File: config.mk
export PLATFORM = sky130hd
export DESIGN_NAME = cb_rd_arbiter
export DESIGN_NICKNAME = d
export VERILOG_FILES = /design/src/rtl/utils_pkg.sv /design/src/rtl/fifo.sv /design/src/rtl/cb_rd_arbiter.sv
export SDC_FILE = /design/constraint.sdc
export NUM_CORES = 1
export LEC_CHECK = 0
export ABC_AREA = 1
export CORE_AREA = 3 3 175 177
export DETAILED_ROUTE_END_ITERATION = 8
export DIE_AREA = 0 0 178 180
export PLACE_DENSITY_LB_ADDON = 0.05
export SKIP_LAST_GASP = 1
export SLEW_MARGIN = 10
export SYNTH_ARGS = -nofsm -noshare
export SYNTH_HDL_FRONTEND = slang
export SYNTH_SLANG_ARGS = --single-unit
File: constraint.sdc
create_clock -name clk -period 2.9 [get_ports clk]
set_clock_uncertainty 0.2 [all_clocks]
set_input_delay 0.29 -clock clk [delete_from_list [all_inputs] [get_ports clk]]
set_output_delay 0.29 -clock clk [all_outputs]
set_load 0.01 [all_outputs]
File: src/rtl/utils_pkg.sv
// Shared core-bus types: request/response structs, response codes, master IDs.
package utils_pkg;

  typedef enum logic [1:0] {
    CB_OKAY   = 2'b00,
    CB_EXOKAY = 2'b01,
    CB_SLVERR = 2'b10,
    CB_DECERR = 2'b11
  } cb_resp_t;

  typedef enum logic {
    CB_M_INSTR = 1'b0,
    CB_M_LSU   = 1'b1
  } cb_master_id_t;

  typedef struct packed {
    logic        rd_addr_valid;
    logic [31:0] rd_addr;
    logic [1:0]  rd_size;
    logic        rd_ready;
    logic        wr_addr_valid;
    logic [31:0] wr_addr;
    logic [1:0]  wr_size;
    logic        wr_data_valid;
    logic [31:0] wr_data;
    logic [3:0]  wr_strobe;
    logic        wr_resp_ready;
  } s_cb_mosi_t;

  typedef struct packed {
    logic        rd_addr_ready;
    logic        rd_valid;
    logic [31:0] rd_data;
    cb_resp_t    rd_resp;
    logic        wr_addr_ready;
    logic        wr_data_ready;
    logic        wr_resp_valid;
    cb_resp_t    wr_resp;
  } s_cb_miso_t;

endpackage

File: src/rtl/fifo.sv
// Small synchronous FIFO; push while full is accepted only when a pop frees a slot in the same cycle.
module fifo #(
  parameter int unsigned SLOTS = 4,
  parameter int unsigned WIDTH = 1
) (
  input  logic             clk,
  input  logic             rst,
  input  logic             push_i,
  input  logic [WIDTH-1:0] data_i,
  input  logic             pop_i,
  output logic [WIDTH-1:0] data_o,
  output logic             full_o,
  output logic             empty_o
);

  localparam int unsigned PW = $clog2(SLOTS);

  logic [PW-1:0]    wr_ptr_q, wr_ptr_d;
  logic [PW-1:0]    rd_ptr_q, rd_ptr_d;
  logic [PW:0]      count_q, count_d;
  logic [WIDTH-1:0] mem_q [SLOTS];
  logic [WIDTH-1:0] mem_d [SLOTS];
  logic             do_push, do_pop;

  assign full_o  = (count_q == (PW+1)'(SLOTS));
  assign empty_o = (count_q == '0);
  assign data_o  = mem_q[rd_ptr_q];

  // Next pointers, occupancy and storage.
  always_comb begin
    do_pop   = pop_i && !empty_o;
    do_push  = push_i && (!full_o || do_pop);
    wr_ptr_d = wr_ptr_q;
    rd_ptr_d = rd_ptr_q;
    count_d  = count_q;
    mem_d    = mem_q;
    if (do_push) begin
      mem_d[wr_ptr_q] = data_i;
      wr_ptr_d        = wr_ptr_q + PW'(1);
    end
    if (do_pop) begin
      rd_ptr_d = rd_ptr_q + PW'(1);
    end
    if (do_push && !do_pop) begin
      count_d = count_q + (PW+1)'(1);
    end else if (do_pop && !do_push) begin
      count_d = count_q - (PW+1)'(1);
    end
  end

  // Pointer/occupancy registers; reset empties the queue.
  always_ff @(posedge clk) begin
    if (rst) begin
      wr_ptr_q <= '0;
      rd_ptr_q <= '0;
      count_q  <= '0;
    end else begin
      wr_ptr_q <= wr_ptr_d;
      rd_ptr_q <= rd_ptr_d;
      count_q  <= count_d;
    end
  end

  // Storage needs no reset; only entries between the pointers are ever read.
  always_ff @(posedge clk) begin
    mem_q <= mem_d;
  end

endmodule

File: src/rtl/cb_rd_arbiter.sv
// Read-channel arbiter between fetch and LSU onto one core bus, with in-order response routing.
module cb_rd_arbiter
  import utils_pkg::*;
#(
  parameter int unsigned MAX_OT_TXN = 4
) (
  input  logic       clk,
  input  logic       rst,
  input  s_cb_mosi_t instr_cb_mosi_i,
  output s_cb_miso_t instr_cb_miso_o,
  input  s_cb_mosi_t lsu_cb_mosi_i,
  output s_cb_miso_t lsu_cb_miso_o,
  output s_cb_mosi_t cb_mosi_o,
  input  s_cb_miso_t cb_miso_i,
  output logic       ot_full_o,
  output logic       resp_err_o
);

  logic          lock_q, lock_d;
  cb_master_id_t lock_id_q, lock_id_d;
  cb_master_id_t last_q, last_d;
  cb_master_id_t grant_id, head_id;
  logic [0:0]    grant_raw, head_raw;
  logic          grant_req, addr_open, addr_valid, addr_hs;
  logic          q_full, q_empty, rsp_valid, head_rd_ready, pop;
  logic          unused_instr_wr;

  assign unused_instr_wr = ^{instr_cb_mosi_i.wr_addr_valid, instr_cb_mosi_i.wr_addr,
                             instr_cb_mosi_i.wr_size, instr_cb_mosi_i.wr_data_valid,
                             instr_cb_mosi_i.wr_data, instr_cb_mosi_i.wr_strobe,
                             instr_cb_mosi_i.wr_resp_ready};

  // Response side: head ownership, pop, and the address-window gate (full is judged after pop).
  always_comb begin
    head_id       = cb_master_id_t'(head_raw);
    head_rd_ready = (head_id == CB_M_LSU) ? lsu_cb_mosi_i.rd_ready : instr_cb_mosi_i.rd_ready;
    rsp_valid     = cb_miso_i.rd_valid && !rst;
    pop           = rsp_valid && !q_empty && head_rd_ready;
    addr_open     = !rst && (!q_full || pop);
  end

  // Round-robin grant; a pending unaccepted request keeps the grant until its handshake.
  always_comb begin
    grant_id = CB_M_INSTR;
    if (lock_q && ((lock_id_q == CB_M_LSU) ? lsu_cb_mosi_i.rd_addr_valid
                                           : instr_cb_mosi_i.rd_addr_valid)) begin
      grant_id = lock_id_q;
    end else if (instr_cb_mosi_i.rd_addr_valid && lsu_cb_mosi_i.rd_addr_valid) begin
      grant_id = (last_q == CB_M_INSTR) ? CB_M_LSU : CB_M_INSTR;
    end else if (lsu_cb_mosi_i.rd_addr_valid) begin
      grant_id = CB_M_LSU;
    end
    grant_raw  = grant_id;
    grant_req  = (grant_id == CB_M_LSU) ? lsu_cb_mosi_i.rd_addr_valid
                                        : instr_cb_mosi_i.rd_addr_valid;
    addr_valid = grant_req && addr_open;
    addr_hs    = addr_valid && cb_miso_i.rd_addr_ready;
    lock_d     = grant_req && !addr_hs;
    lock_id_d  = grant_id;
    last_d     = addr_hs ? grant_id : last_q;
  end

  // Arbitration state registers.
  always_ff @(posedge clk) begin
    if (rst) begin
      lock_q    <= 1'b0;
      lock_id_q <= CB_M_INSTR;
      last_q    <= CB_M_INSTR;
    end else begin
      lock_q    <= lock_d;
      lock_id_q <= lock_id_d;
      last_q    <= last_d;
    end
  end

  fifo #(
    .SLOTS (MAX_OT_TXN),
    .WIDTH (1)
  ) u_order_q (
    .clk     (clk),
    .rst     (rst),
    .push_i  (addr_hs),
    .data_i  (grant_raw),
    .pop_i   (pop),
    .data_o  (head_raw),
    .full_o  (q_full),
    .empty_o (q_empty)
  );

  // Bus-side request mux, response demux and LSU write-channel passthrough.
  always_comb begin
    cb_mosi_o       = '0;
    instr_cb_miso_o = '0;
    lsu_cb_miso_o   = '0;

    cb_mosi_o.rd_addr_valid = addr_valid;
    cb_mosi_o.rd_addr       = (grant_id == CB_M_LSU) ? lsu_cb_mosi_i.rd_addr : instr_cb_mosi_i.rd_addr;
    cb_mosi_o.rd_size       = (grant_id == CB_M_LSU) ? lsu_cb_mosi_i.rd_size : instr_cb_mosi_i.rd_size;
    cb_mosi_o.rd_ready      = q_empty ? 1'b1 : head_rd_ready;
    cb_mosi_o.wr_addr_valid = lsu_cb_mosi_i.wr_addr_valid && !rst;
    cb_mosi_o.wr_addr       = lsu_cb_mosi_i.wr_addr;
    cb_mosi_o.wr_size       = lsu_cb_mosi_i.wr_size;
    cb_mosi_o.wr_data_valid = lsu_cb_mosi_i.wr_data_valid && !rst;
    cb_mosi_o.wr_data       = lsu_cb_mosi_i.wr_data;
    cb_mosi_o.wr_strobe     = lsu_cb_mosi_i.wr_strobe;
    cb_mosi_o.wr_resp_ready = lsu_cb_mosi_i.wr_resp_ready;

    instr_cb_miso_o.rd_addr_ready = addr_open && cb_miso_i.rd_addr_ready && (grant_id == CB_M_INSTR);
    instr_cb_miso_o.rd_valid      = rsp_valid && !q_empty && (head_id == CB_M_INSTR);
    instr_cb_miso_o.rd_data       = cb_miso_i.rd_data;
    instr_cb_miso_o.rd_resp       = cb_miso_i.rd_resp;

    lsu_cb_miso_o.rd_addr_ready = addr_open && cb_miso_i.rd_addr_ready && (grant_id == CB_M_LSU);
    lsu_cb_miso_o.rd_valid      = rsp_valid && !q_empty && (head_id == CB_M_LSU);
    lsu_cb_miso_o.rd_data       = cb_miso_i.rd_data;
    lsu_cb_miso_o.rd_resp       = cb_miso_i.rd_resp;
    lsu_cb_miso_o.wr_addr_ready = cb_miso_i.wr_addr_ready;
    lsu_cb_miso_o.wr_data_ready = cb_miso_i.wr_data_ready;
    lsu_cb_miso_o.wr_resp_valid = cb_miso_i.wr_resp_valid;
    lsu_cb_miso_o.wr_resp       = cb_miso_i.wr_resp;

    ot_full_o  = q_full && !rst;
    resp_err_o = rsp_valid && q_empty;
  end

endmodule

==> qor.log, run 1 <==
[synthesis] simple-gate share of the synthesized area 27.11%
[timing] Hold Worst Slack 0.2717 ns
[synthesis] xor/xnor cell area share of the yosys netlist 0.3650%
[place] final weighted congestion in routability-driven placement 0.6062
[synthesis] synth top area cells sky130_fd_sc_hd__buf_4 47%, sky130_fd_sc_hd__nand2_1 18%, sky130_fd_sc_hd__dfxtp_1 8.3%
[pwr] leakage power figure 0.001279 uW
[die] IO Count 454
[die] Die Y 180 microns
[run] count of max-cap constraint violations 0
[routing] Routed wire per std cell 13.50 microns
[die] Die W 178 microns
[critical_path] slowest stage cell on the critical path sky130_fd_sc_hd__clkdlybuf4s50_1
[global_routing] met3 Use GR 2.809%
[global_routing] largest net degree at the start of global routing 36
[synthesis] ys async rst share 0%
[global_routing] layer with the highest usage met2
[die] Initial Util 8.162%
[global_routing] met1 Track Usage GR 6.193%
[synthesis] synthesized flop and latch total 14
[synthesis] biggest area consumer among synthesized cells sky130_fd_sc_hd__buf_4
[global_routing] number of antenna violations at the first check in global routing 0
[pwr] Internal 665.4 uW
[timing] time the final worst path needs with I/O delays and setup 2.686 ns
[clock_network] TritonCTS sink count 14
[hold_path] path class of the lowest-slack min-delay path register to register
[timing] Slew Limit Fails 0
[global_routing] global-route wire length before repair 14.20 mm
[routing] count of vias placed by the detailed router 1900
[critical_path] highest cell delay on the worst timing path 0.56 ns
[global_routing] residual overflow from global routing 0
[final_layout] layout overhead on the synthesized area 31.96%
[pwr] net load switching power 312.0 uW
[pwr] part of the power in the clock network 28.3%
[clock_network] CTS root buf sky130_fd_sc_hd__clkbuf_16
[critical_path] sum of buffers and inverters on the critical path 6
[die] area of the die 32040 sq um
[synthesis] dominant register cell in the synthesized netlist sky130_fd_sc_hd__dfxtp_1
[critical_path] critical path start-end classification primary input to primary output
[critical_path] critical path, cell by cell clkdlybuf4s50_1, buf_4, clkinv_8, nand2_2, nor2_2, nand3_4, nand2_4, buf_4, nand3_1, inv_1, clkdlybuf4s50_1
[clock_network] CTS-repair resized insts 0
[clock_network] hold buffer count at cts 0
[final_layout] NumNets Final 620
[synthesis] number of synthesized flops with an enable pin 4
[global_routing] vias in the first global route 2071
[synthesis] ranking of synthesized cells by instance count 150 x sky130_fd_sc_hd__buf_4, 117 x sky130_fd_sc_hd__nand2_1, 20 x sky130_fd_sc_hd__inv_1, 18 x sky130_fd_sc_hd__nor2_1, 10 x sky130_fd_sc_hd__dfxtp_1
[critical_path] critical path's top delay family buffers and inverters
[synthesis] Yosys top cell area share 46.92%
[place] # port buffers 121
[clock_network] number of H-tree levels 1
[pwr] total power consumption of the routed design 977.5 uW
[pwr] worst vdd rail ir drop 0.1579 mV
[run_status] outcome completed
[critical_path] crit path capture type primary output
[timing] Setup violations, final 0
[global_routing] Global Route met2 Usage 9.850%
[synthesis] Post-Syn Instances 367
[critical_path] Setup crit start kind primary input
[clock_network] worst-skew pair later-pin latency 0.25 ns
[routing] first-pass detailed-route iteration total 4
[synthesis] Synthesis Warnings 0
[pwr] combinational share of power 48.4%
[final_layout] fraction of layout instances using a drive strength above 1 8.807%
[die] CORE AREA 29400 sq um
[pwr] share of power burned in registers 23.3%
[timing] maximum frequency from static timing analysis 0.3723 GHz
[final_layout] Antenna Diode Count 0
[synthesis] share of synthesized cell area in full adder, half adder and majority cells 3.441%
[synthesis] sequential share of the synthesized area 13.35%
[synthesis] post-synthesis instance area 2400 sq um
[timing] setup repair after global routing missed its margin no
[timing] final sum of negative setup slack 0 ns
[critical_path] maximum fanout along the worst path 3
[clock_network] TritonCTS clock tree yes
[die] row cnt 63
[routing] DRC errors left 0
[critical_path] required time of the critical path 2.41 ns
[place] HPWL after detailed placement 8.530 mm
[synthesis] complex-gate fraction of the synthesized area 2.972%
[timing] Tcrit/Tclk final 92.63%
[synthesis] proportion of synthesized area in mux cells 0%
[clock_network] Post-CTS Repair Setup Buffers 0
[clock_network] number of buffers between clock root and the deepest sink 2
[synthesis] syn_area_per_cell 6.539 sq um
[timing] number of hold violations in the final report 0
[clock_network] TritonCTS buffer count 3
[pwr] power density normalized to cell area 308.7 nW/um^2
[synthesis] library cell with the highest instance count after synthesis sky130_fd_sc_hd__buf_4
[routing] average via count per standard cell 2.561
[synthesis] synth unique cells 29
[global_routing] overall fraction of global-route tracks in use 5.932%
[routing] final routed wirelength across all metal layers 10.02 mm
[pwr] Sw Share 31.92%
[routing] antenna viol nets, final 0
[synthesis] largest family of logic cells by synthesized area buffers and inverters
[routing] DRC violation total after the first TritonRoute iteration 50
[clock_network] clock slew seen by the registers of the worst setup and hold paths 0.05 ns
[critical_path] endpoint arrival time on the critical path 2.20 ns
==> layer usage <==
| layer | share of wire (%) | routed length, microns |
|---|---|---|
| met1 | 35 | 3547 |
| met2 | 48 | 4813 |
| met3 | 11 | 1137 |
| met4 | 5.2 | 517 |
| met5 | 0 | 0 |
==> worst reg2reg max path: cells and delay by family, from the launching register on <==
family,cells,cell delay [ns]
DFF,1,0.37
buffers and inverters,3,0.19
AOI/OAI and AO/OA,4,0.50
and+or+nand+nor,6,0.59
adders and majority gates,2,0.51
==> registers in the layout, indices dropped and copies added (netlist names) <==
register and cells:
u_order_q.mem_q 4, u_order_q.rd_ptr_q 2, last_q 1, lock_id_q 1
u_order_q.wr_ptr_q 2, u_order_q.count_q 3, lock_q 1
==> layout by cell type (no fill, tap or decap) <==
master | Yosys | layout
sky130_fd_sc_hd__nor2_1 | 18 | 18
sky130_fd_sc_hd__clkdlybuf4s50_1 | 0 | 121
sky130_fd_sc_hd__nand2_2 | 3 | 4
sky130_fd_sc_hd__ha_1 | 5 | 5
sky130_fd_sc_hd__edfxtp_1 | 4 | 4
sky130_fd_sc_hd__xor2_1 | 1 | 1
sky130_fd_sc_hd__nand3_4 | 3 | 3
sky130_fd_sc_hd__buf_12 | 0 | 3
sky130_fd_sc_hd__a21oi_2 | 1 | 1
sky130_fd_sc_hd__or2_2 | 1 | 1
sky130_fd_sc_hd__inv_1 | 20 | 20
sky130_fd_sc_hd__buf_4 | 150 | 10
sky130_fd_sc_hd__nand3_2 | 1 | 1
sky130_fd_sc_hd__conb_1 | 1 | 5
sky130_fd_sc_hd__clkbuf_16 | 0 | 3
sky130_fd_sc_hd__and2_1 | 1 | 1
sky130_fd_sc_hd__nor4_1 | 2 | 2
sky130_fd_sc_hd__clkinv_1 | 0 | 1
sky130_fd_sc_hd__a21oi_1 | 8 | 8
sky130_fd_sc_hd__nand2_4 | 1 | 1
sky130_fd_sc_hd__clkinv_8 | 1 | 1
sky130_fd_sc_hd__nand3_1 | 2 | 2
sky130_fd_sc_hd__o21ai_0 | 3 | 3
sky130_fd_sc_hd__nor3_1 | 2 | 2
sky130_fd_sc_hd__fa_1 | 1 | 1
sky130_fd_sc_hd__o211ai_1 | 1 | 1
sky130_fd_sc_hd__nor2_2 | 1 | 1
sky130_fd_sc_hd__inv_2 | 2 | 2
sky130_fd_sc_hd__dfxtp_1 | 10 | 10
sky130_fd_sc_hd__nand2_1 | 117 | 116
==> power by group through the flow <==
stage          Clock (uW)  Combinational, uW  Sequential, uW
5_1_grt               296                524             230
3_5_place_dp            0                484             232
6_report              277                473             228
2_1_floorplan           0                390             231
4_1_cts               287                489             228
3_3_place_gp            0                493             233
==> area by class of cell <==
class	instances	area, sq um
Fill cell	3451	26240
Multi-Input combinational cell	177	834.6
Clock inverter	1	3.754
Timing Repair Buffer	134	1346
Inverter	23	98.84
Tap cell	390	488.0
Clock buffer	3	75.07
Sequential cell	14	320.3
==> cell families (layout without fill, tap and decap cells) <==
group | Yosys count | count (layout)
adders and majority gates | 6 | 6
and+or+nand+nor | 152 | 152
xor gates and xnor gates | 1 | 1
DFF | 14 | 14
buffers and inverters | 180 | 161
AOI/OAI and AO/OA | 13 | 13
other | 1 | 5
==> stage by stage <==
stage               instances  instance area (sq um)  worst slack (ns)  util, %
floorplan                 371                   2415            0.5869        -
global route              742                   3167           0.07677    10.77
CTS                       742                   3167            0.1565    10.77
finish                    742                   3167            0.2138    10.77
global placement          738                   3088           0.01924    10.50
detailed placement        738                   3088          0.007984    10.50
==> path summary, 6_finish.rpt <==
kind | startpoint | to | slack [ns] | cells past startpoint
worst max-delay path | rst | lsu_cb_miso_o[40] | 0.21 | 11
worst min-delay path | last_q | last_q | 0.27 | 2
worst max register to register | u_order_q.rd_ptr_q[0] | u_order_q.count_q[2] | 0.44 | 15
worst min register to register | last_q | last_q | 0.27 | 2
(Power assumes the default switching activity.)
==> run 2: changes to the inputs <==
ABC_AREA = default   (was 1)
CORE_AREA = 3 3 174 176   (was 3 3 175 177)
DIE_AREA = 0 0 177 179   (was 0 0 178 180)
==> run 2 against run 1 <==
Compared with the run above: global-route usage decreased by 1.5 points; sequential share of layout area decreased by 0.12 points; first-iteration DRC count decreased by 44%; register-to-register slack got worse by 0.30 ns; flip-flop and latch count unchanged; final cell count decreased by 12%; area after synthesis decreased by 1.6%; critical endpoint unchanged; largest cell class unchanged; largest power group unchanged.
==> qor.log, run 2 <==
[clock_network] TritonCTS buffer count 3 [unchanged]
[clock_network] number of H-tree levels 1 [unchanged]
[place] HPWL after detailed placement 6.714 mm [-21%]
[pwr] power density normalized to cell area 314.8 nW/um^2 [+2.0%]
[clock_network] CTS root buf sky130_fd_sc_hd__clkbuf_16
[synthesis] synth top area cells sky130_fd_sc_hd__buf_4 48%, sky130_fd_sc_hd__mux2_2 17%, sky130_fd_sc_hd__dfxtp_1 8.5%
[timing] setup repair after global routing missed its margin no
[die] Initial Util 8.208% [+0.046 points]
[routing] Routed wire per std cell 11.65 microns [-14%]
[final_layout] most frequent cells in the layout 118 x sky130_fd_sc_hd__clkdlybuf4s50_1, 35 x sky130_fd_sc_hd__mux2_2, 23 x sky130_fd_sc_hd__buf_4, 9 x sky130_fd_sc_hd__nor2_1, 9 x sky130_fd_sc_hd__dfxtp_1
[place] area of placed instances 3117 sq um [+0.93%]
[global_routing] largest net degree at the start of global routing 26 [-28%]
[critical_path] Setup crit start kind register
[hold_path] hold_sp u_order_q.rd_ptr_q[1]
[final_layout] Antenna Diode Count 0 [unchanged]
[critical_path] slowest stage cell on the critical path sky130_fd_sc_hd__mux4_2
[synthesis] sequential share of the synthesized area 13.56% [+0.21 points]
[synthesis] Yosys top cell area share 47.67% [+0.75 points]
[pwr] worst vdd rail ir drop 0.2095 mV [+33%]
[routing] antenna viol nets, final 0 [unchanged]
[final_layout] Largest register FFs 4 [unchanged]
[routing] count of vias placed by the detailed router 1525 [-20%]
[routing] average via count per standard cell 2.328 [-9.1%]
[run_status] outcome completed
[global_routing] number of antenna violations at the first check in global routing 0 [unchanged]
[final_layout] fraction of layout instances using a drive strength above 1 28.41% [+20 points]
[place] post-placement setup slack -0.1361 ns [-0.1441 ns]
[final_layout] leading registers by flop count u_order_q.mem_q: 4 flops, u_order_q.count_q: 3 flops
[die] Die Y 179 microns [-0.56%]
[synthesis] ys async rst share 0% [unchanged]
[clock_network] TritonCTS clock tree yes
[critical_path] endpoint arrival time on the critical path 2.29 ns [+0.09 ns]
[routing] final routed wirelength across all metal layers 7.631 mm [-24%]
[timing] Setup violations, final 0 [unchanged]
[final_layout] Final Instance Count excl. Fillers 655 [-12%]
[critical_path] most prevalent standard cell on the critical path sky130_fd_sc_hd__buf_4
[critical_path] Reg2Reg Setup Slack 0.14 ns [-0.30 ns]
[pwr] leakage power figure 0.001154 uW [-9.7%]
[synthesis] biggest area consumer among synthesized cells sky130_fd_sc_hd__buf_4
[synthesis] syn_area_per_cell 8.621 sq um [+32%]
[final_layout] final cell utilization of the core 11.18% [+0.41 points]
[timing] maximum frequency from static timing analysis 0.3598 GHz [-3.4%]
[synthesis] dominant register cell in the synthesized netlist sky130_fd_sc_hd__dfxtp_1
[place] # port buffers 121 [unchanged]
[critical_path] reg-to-reg endpoint u_order_q.count_q[2]
[global_routing] overall fraction of global-route tracks in use 4.465% [-1.5 points]
[timing] final sum of negative setup slack 0 ns [unchanged]
[clock_network] worst-skew pair later-pin latency 0.24 ns [about the same]
[run] count of max-cap constraint violations 0 [unchanged]
[die] area of the die 31680 sq um [-1.1%]
[synthesis] synth unique cells 38 [+31%]
[die] Die W 177 microns [-0.56%]
[synthesis] ranking of synthesized cells by instance count 150 x sky130_fd_sc_hd__buf_4, 35 x sky130_fd_sc_hd__mux2_2, 10 x sky130_fd_sc_hd__dfxtp_1, 9 x sky130_fd_sc_hd__nor2_1, 6 x sky130_fd_sc_hd__inv_1
[critical_path] critical path, cell by cell mux4_2, mux2_4, buf_4, a21oi_2, buf_4, nor2_1, dlygate4sd2_1
[timing] Slew Limit Fails 0 [unchanged]
[synthesis] Synthesis Warnings 0 [unchanged]
[critical_path] depth of the worst register-to-register path 10 [-5]
[final_layout] register with the most flip-flops u_order_q.mem_q
[routing] DRC errors left 0 [unchanged]
[synthesis] number of synthesized flops with an enable pin 4 [unchanged]
[hold_path] worst hold path stage count 1 [-1]
[place] final weighted congestion in routability-driven placement 0.6084 [+0.36%]
[final_layout] most common cell after layout, fill and taps aside sky130_fd_sc_hd__clkdlybuf4s50_1
[timing] time the final worst path needs with I/O delays and setup 2.780 ns [+0.09340 ns]
[clock_network] clock slew seen by the registers of the worst setup and hold paths 0.05 ns [about the same]
[final_layout] Final Cell Area 3218 sq um [+1.6%]
[synthesis] Post-Syn Instances 274 [-25%]
[routing] first-pass detailed-route iteration total 4 [unchanged]
[hold_path] Worst Hold Endpoint u_order_q.rd_ptr_q[1]
[die] IO Count 454 [unchanged]
[hold_path] path class of the lowest-slack min-delay path register to register
[critical_path] highest cell delay on the worst timing path 0.52 ns [-0.04 ns]
[final_layout] FF+latch area 321.6 sq um [+0.39%]
[final_layout] layout overhead on the synthesized area 36.23%
[clock_network] number of buffers between clock root and the deepest sink 2 [unchanged]
[place] DP Cell Count 650 [-12%]
[routing] DRC violation total after the first TritonRoute iteration 28 [-44%]
[critical_path] crit path capture type primary output
[global_routing] vias in the first global route 1725 [-17%]
[critical_path] maximum fanout along the worst path 4 [+1]
[synthesis] synthesized flop and latch total 14 [unchanged]
[die] row cnt 62 [-1.6%]
[global_routing] residual overflow from global routing 0 [unchanged]
[timing] number of hold violations in the final report 0 [unchanged]
[critical_path] launch instance of the worst register-to-register path u_order_q.mem_q[3]
[global_routing] global-route wire length before repair 10.69 mm [-25%]
[die] CORE AREA 28780 sq um [-2.1%]
[clock_network] TritonCTS sink count 14 [unchanged]
[timing] Tcrit/Tclk final 95.85% [+3.2 points]
[critical_path] required time of the critical path 2.41 ns [about the same]
[critical_path] critical path start-end classification register to primary output
[timing] setup slack of the critical path after layout 0.1204 ns [-0.09340 ns]
[clock_network] hold buffer count at cts 0 [unchanged]
[final_layout] FILL cells 3285 [-4.8%]
[final_layout] NumNets Final 539 [-13%]
[synthesis] library cell with the highest instance count after synthesis sky130_fd_sc_hd__buf_4
[synthesis] post-synthesis instance area 2362 sq um [-1.6%]
[final_layout] footprint of the multi-input gates 907.1 sq um [+8.7%]
## run 2: layout make-up
cell class,count,share of cell area (%)
clock buffers,3,2.333
multi-input cells,101,28.19
well taps,384,14.93
repair buffers,145,43.62
inverters,7,0.8165
flip-flops and latches,14,9.992
clock inverters,1,0.1166
## run 2: metal layers
| metal | up-vias | share of wire (%) | global-route usage (%) |
|---|---|---|---|
| li1 | 727 | - | - |
| met5 | - | 0 | 0 |
| met3 | 27 | 10 | 2.266 |
| met1 | 684 | 35 | 4.653 |
| met2 | 87 | 53 | 7.901 |
| met4 | 0 | 1.8 | 1.277 |
## run 2: how the worst max path moves through the flow
stage	cells past startpoint	endpoint	from	slack (ns)
CTS	6	instr_cb_miso_o[40]	u_order_q.rd_ptr_q[0]	-0.05
global placement	12	u_order_q.count_q[2]	rst	-0.20
global route	10	u_order_q.count_q[2]	u_order_q.mem_q[3]	0.006
detailed placement	12	u_order_q.count_q[2]	lsu_cb_mosi_i[108]	-0.14
floorplan	10	u_order_q.count_q[2]	u_order_q.rd_ptr_q[0]	0.15
finish	7	lsu_cb_miso_o[40]	u_order_q.mem_q[3]	0.12
## run 2: worst max-delay path, delay by kind of cell (launching register included)
kind / cells / cell delay [ns]
flops: 1 / 0.37
simple gates: 1 / 0.05
compound gates: 1 / 0.16
mux: 2 / 0.88
buf+inv: 3 / 0.59
## run 2: stage by stage
stage | total power, uW | hold WS (ns)
2_1_floorplan | 653.3 | 0.2425
3_3_place_gp | 764.1 | 0.2686
3_5_place_dp | 757.6 | 0.2803
4_1_cts | 1040 | 0.2866
5_1_grt | 1087 | 0.3245
6_report | 1013 | 0.2769
## run 2: power breakdown
group	switching [uW]	internal (uW)	total (uW)
clock network	85.4	183	268
registers	16.4	221	238
logic	191	316	507
total	293	720	1010
## run 2: kinds of logic after synthesis
kind of cell | share of synthesized area [%]
multiplexers | 19.97
AO/OA/AOI/OAI | 3.973
AND/OR/NAND/NOR | 8.209
other | 0.1587
adder cells (fa/ha/maj) | 3.496
XOR/XNOR | 0.7417
buffers and inverters | 49.89
flip-flops | 13.56
## run 2: repair_timing
action,4_1_cts,5_1_grt
pin swaps,0,1
endpoints found under the setup margin,3,4
gates resized for setup,3,5
setup buffers,0,1
==> run 3: changes to the inputs <==
CORE_AREA = 3 3 173 175   (was 3 3 174 176)
DIE_AREA = 0 0 176 178   (was 0 0 177 179)
SYNTH_HIERARCHICAL = 1   (was default)
TNS_END_PERCENT = 50   (was default)
==> run 3 against run 2 <==
Compared with the run above: clock power grew 3%; critical endpoint is now u_order_q/count_q[2]; sequential share of layout area is 0.070 points higher; the run now ends with setup timing left; via count is 2.4% lower.
==> qor.log, run 3 <==
[run_status] outcome finished with violations
[run_status] violated checks setup timing
[routing] DRC errors left 0 [unchanged]
[routing] first-pass detailed-route iteration total 4 [unchanged]
[global_routing] layer with the highest usage met2
[clock_network] worst-skew pair later-pin latency 0.25 ns [about the same]
[synthesis] Post-Syn Instances 268 [-2.2%]
[synthesis] synth unique cells 36 [-5.3%]
[place] HPWL after detailed placement 7.075 mm [+5.4%]
[clock_network] TritonCTS clock tree yes
[critical_path] depth of the worst register-to-register path 11 [+1]
[final_layout] leading registers by flop count u_order_q/mem_q: 4 flops, u_order_q/count_q: 3 flops
[synthesis] dominant register cell in the synthesized netlist sky130_fd_sc_hd__dfxtp_1
[pwr] part of the power in the clock network 28.6% [+2.1 points]
[critical_path] Setup crit start kind register
[clock_network] TritonCTS buffer count 3 [unchanged]
[critical_path] launch instance of the worst register-to-register path u_order_q/mem_q[0]
[synthesis] library cell with the highest instance count after synthesis sky130_fd_sc_hd__buf_4
[die] Initial Util 8.191% [-0.017 points]
[pwr] combinational share of power 48.4% [-1.6 points]
[clock_network] clock slew seen by the registers of the worst setup and hold paths 0.05 ns [about the same]
[place] # port buffers 121 [unchanged]
[pwr] leakage power figure 0.001127 uW [-2.4%]
[timing] maximum frequency from static timing analysis 0.3198 GHz [-11%]
[global_routing] global-route wire length before repair 11.01 mm [+3.0%]
[final_layout] fraction of layout instances using a drive strength above 1 29.70% [+1.3 points]
[pwr] net load switching power 270.6 uW [-7.7%]
[run] count of max-cap constraint violations 0 [unchanged]
[synthesis] Synthesis Warnings 6 [+6]
[die] IO Count 454 [unchanged]
[timing] Slew Limit Fails 0 [unchanged]
[synthesis] sequential share of the synthesized area 13.66% [+0.10 points]
[place] post-placement setup slack -0.3440 ns [-0.2079 ns]
[routing] Routed wire per std cell 12.58 microns [+8.0%]
[synthesis] Yosys top cell area share 48.03% [+0.36 points]
[global_routing] vias in the first global route 1566 [-9.2%]
[die] row cnt 62 [unchanged]
[global_routing] met1 Track Usage GR 5.106% [+0.45 points]
[die] Die Y 178 microns [-0.56%]
[pwr] Sw Share 28.03% [-0.91 points]
[timing] setup repair after global routing missed its margin yes
[critical_path] maximum fanout along the worst path 3 [-1]
[critical_path] endpoint arrival time on the critical path 3.11 ns [+0.82 ns]
[synthesis] ys async rst share 0% [unchanged]
[timing] Setup violations, final 1 [+1]
[final_layout] register with the most flip-flops u_order_q/mem_q
[pwr] total power consumption of the routed design 965.6 uW [-4.7%]
[synthesis] biggest area consumer among synthesized cells sky130_fd_sc_hd__buf_4
[routing] antenna viol nets, final 0 [unchanged]
[final_layout] Antenna Diode Count 0 [unchanged]
[pwr] share of power burned in registers 23.0% [-0.5 points]
[synthesis] post-synthesis instance area 2345 sq um [-0.74%]
[hold_path] path class of the lowest-slack min-delay path register to register
[timing] number of hold violations in the final report 0 [unchanged]
[timing] Tcrit/Tclk final 107.8% [+12 points]
[final_layout] layout overhead on the synthesized area 36.29% [about the same]
[hold_path] hold_sp last_q
[pwr] power density normalized to cell area 302.2 nW/um^2 [-4.0%]
[critical_path] required time of the critical path 2.88 ns [+0.47 ns]
[critical_path] Worst setup endpoint u_order_q/count_q[2]
[critical_path] critical path launch point u_order_q/mem_q[0]
[synthesis] synth top area cells sky130_fd_sc_hd__buf_4 48%, sky130_fd_sc_hd__mux2_2 16%, sky130_fd_sc_hd__dfxtp_1 8.5%
[clock_network] number of buffers between clock root and the deepest sink 2 [unchanged]
[timing] time the final worst path needs with I/O delays and setup 3.127 ns [+0.3476 ns]
[global_routing] overall fraction of global-route tracks in use 4.772% [+0.31 points]
[timing] setup slack of the critical path after layout -0.2272 ns [-0.3476 ns]
[pwr] worst vdd rail ir drop 0.1335 mV [-36%]
[place] final weighted congestion in routability-driven placement 0.6488 [+6.6%]
[place] area of placed instances 3105 sq um [-0.36%]
[global_routing] largest net degree at the start of global routing 20 [-23%]
[pwr] Internal 695.0 uW [-3.5%]
[routing] DRC violation total after the first TritonRoute iteration 34 [+21%]
[synthesis] number of synthesized flops with an enable pin 4 [unchanged]
[synthesis] syn_area_per_cell 8.749 sq um [+1.5%]
[routing] final routed wirelength across all metal layers 8.175 mm [+7.1%]
[clock_network] CTS root buf sky130_fd_sc_hd__clkbuf_16
[critical_path] Reg2Reg Setup Slack -0.23 ns [-0.37 ns]
[final_layout] Final Cell Area 3196 sq um [-0.70%]
[final_layout] Largest register FFs 4 [unchanged]
[clock_network] TritonCTS sink count 14 [unchanged]
[clock_network] number of H-tree levels 1 [unchanged]
[die] area of the die 31330 sq um [-1.1%]
[critical_path] critical path start-end classification register to register
[critical_path] crit path capture type register
[synthesis] synthesized flop and latch total 14 [unchanged]
[die] CORE AREA 28630 sq um [-0.54%]
[global_routing] number of antenna violations at the first check in global routing 0 [unchanged]
[final_layout] most frequent cells in the layout 119 x sky130_fd_sc_hd__clkdlybuf4s50_1, 34 x sky130_fd_sc_hd__mux2_2, 23 x sky130_fd_sc_hd__buf_4, 12 x sky130_fd_sc_hd__nor2_1, 9 x sky130_fd_sc_hd__dfxtp_1
[critical_path] reg-to-reg endpoint u_order_q/count_q[2]
[routing] average via count per standard cell 2.289 [-1.7%]
[global_routing] met3 Use GR 2.086% [-0.18 points]
[global_routing] residual overflow from global routing 0 [unchanged]
[final_layout] NumNets Final 534 [-0.93%]
[die] Die W 176 microns [-0.56%]
[synthesis] ranking of synthesized cells by instance count 150 x sky130_fd_sc_hd__buf_4, 34 x sky130_fd_sc_hd__mux2_2, 13 x sky130_fd_sc_hd__nor2_1, 10 x sky130_fd_sc_hd__dfxtp_1, 7 x sky130_fd_sc_hd__inv_1
[routing] count of vias placed by the detailed router 1488 [-2.4%]
[hold_path] worst hold path stage count 2 [+1]
[final_layout] most common cell after layout, fill and taps aside sky130_fd_sc_hd__clkdlybuf4s50_1
[global_routing] Global Route met2 Usage 8.432% [+0.53 points]
[run 3: cell count changes after synthesis, moves of 2 or more]
cell	before	now
sky130_fd_sc_hd__nor2b_1	4	1
sky130_fd_sc_hd__and2_1	4	1
sky130_fd_sc_hd__or3b_4	0	2
sky130_fd_sc_hd__and2b_1	0	3
sky130_fd_sc_hd__and3_1	2	0
sky130_fd_sc_hd__nor2_1	9	13
sky130_fd_sc_hd__nand2_1	4	2
sky130_fd_sc_hd__and2_2	0	3
sky130_fd_sc_hd__xor2_1	2	4
sky130_fd_sc_hd__or3_1	3	1
sky130_fd_sc_hd__nor4_1	2	0
[run 3: cell type report]
class,instances,area [sq um]
clock buffer,3,75.07
clock inverter,1,3.754
fill,3271,25430
inverter,7,26.28
multi-input combinational,96,888.4
sequential,14,321.6
tap,384,480.5
timing repair buffer,145,1400
[run 3: timing repair]
item,CTS,global route
setup buffers,1,0
setup endpoints to repair,5,5
cloned,0,0
gates resized for setup,5,3
hold buffers,0,0
[run 3: routing by layer]
layer  part of all wire (%)  routed length [microns]
met1                     36                     2951
met2                     53                     4300
met3                     10                      841
met4                   0.99                       81
met5                      0                        0
[run 3: per-stage QoR]
stage | instances | hold WS (ns) | TNS [ns] | utilization [%]
CTS | 650 | 0.2789 | -0.4247 | 11.16
global route | 650 | 0.2916 | -0.7566 | 11.16
detailed placement | 645 | 0.2706 | -0.8639 | 10.85
global placement | 645 | 0.2659 | -0.8054 | 10.85
floorplan | 272 | 0.1624 | -0.1752 | -
finish | 650 | 0.2758 | -0.2272 | 11.16
[run 3: power groups by stage]
stage	Sequential, uW	Clock, uW	Combinational, uW
after CTS	222	293	481
after floorplan	231	0	385
final	222	276	467
after global placement	226	0	483
after global routing	224	298	509
after detailed placement	226	0	478
[run 3: how the worst min path moves through the flow]
stage          slack [ns]        end
6_report             0.28     last_q
5_1_grt              0.29     last_q
4_1_cts              0.28     last_q
3_5_place_dp         0.27     last_q
3_3_place_gp         0.27     last_q
2_1_floorplan        0.16  lock_id_q
[run 3: worst max-delay path, stage by stage, from the launching register on]
cell and delay [ns]:
sky130_fd_sc_hd__edfxtp_1 0.36, sky130_fd_sc_hd__mux4_2 0.54, sky130_fd_sc_hd__mux2i_2 0.19, sky130_fd_sc_hd__o21a_1 0.21, sky130_fd_sc_hd__nor3b_2 0.21, sky130_fd_sc_hd__a21boi_4 0.22
sky130_fd_sc_hd__ha_2 0.19, sky130_fd_sc_hd__inv_1 0.05, sky130_fd_sc_hd__fa_2 0.33, sky130_fd_sc_hd__xor2_1 0.15, sky130_fd_sc_hd__or3_1 0.30, sky130_fd_sc_hd__a21oi_1 0.11
[run 3: cell families after synthesis]
| kind of cell | share of synthesized area [%] |
|---|---|
| AOI/OAI and AO/OA | 3.255 |
| xor gates and xnor gates | 1.494 |
| adders and majority gates | 3.522 |
| buffers and inverters | 50.11 |
| DFF | 13.66 |
| muxes | 19.21 |
| other | 0.1599 |
| and+or+nand+nor | 8.592 |
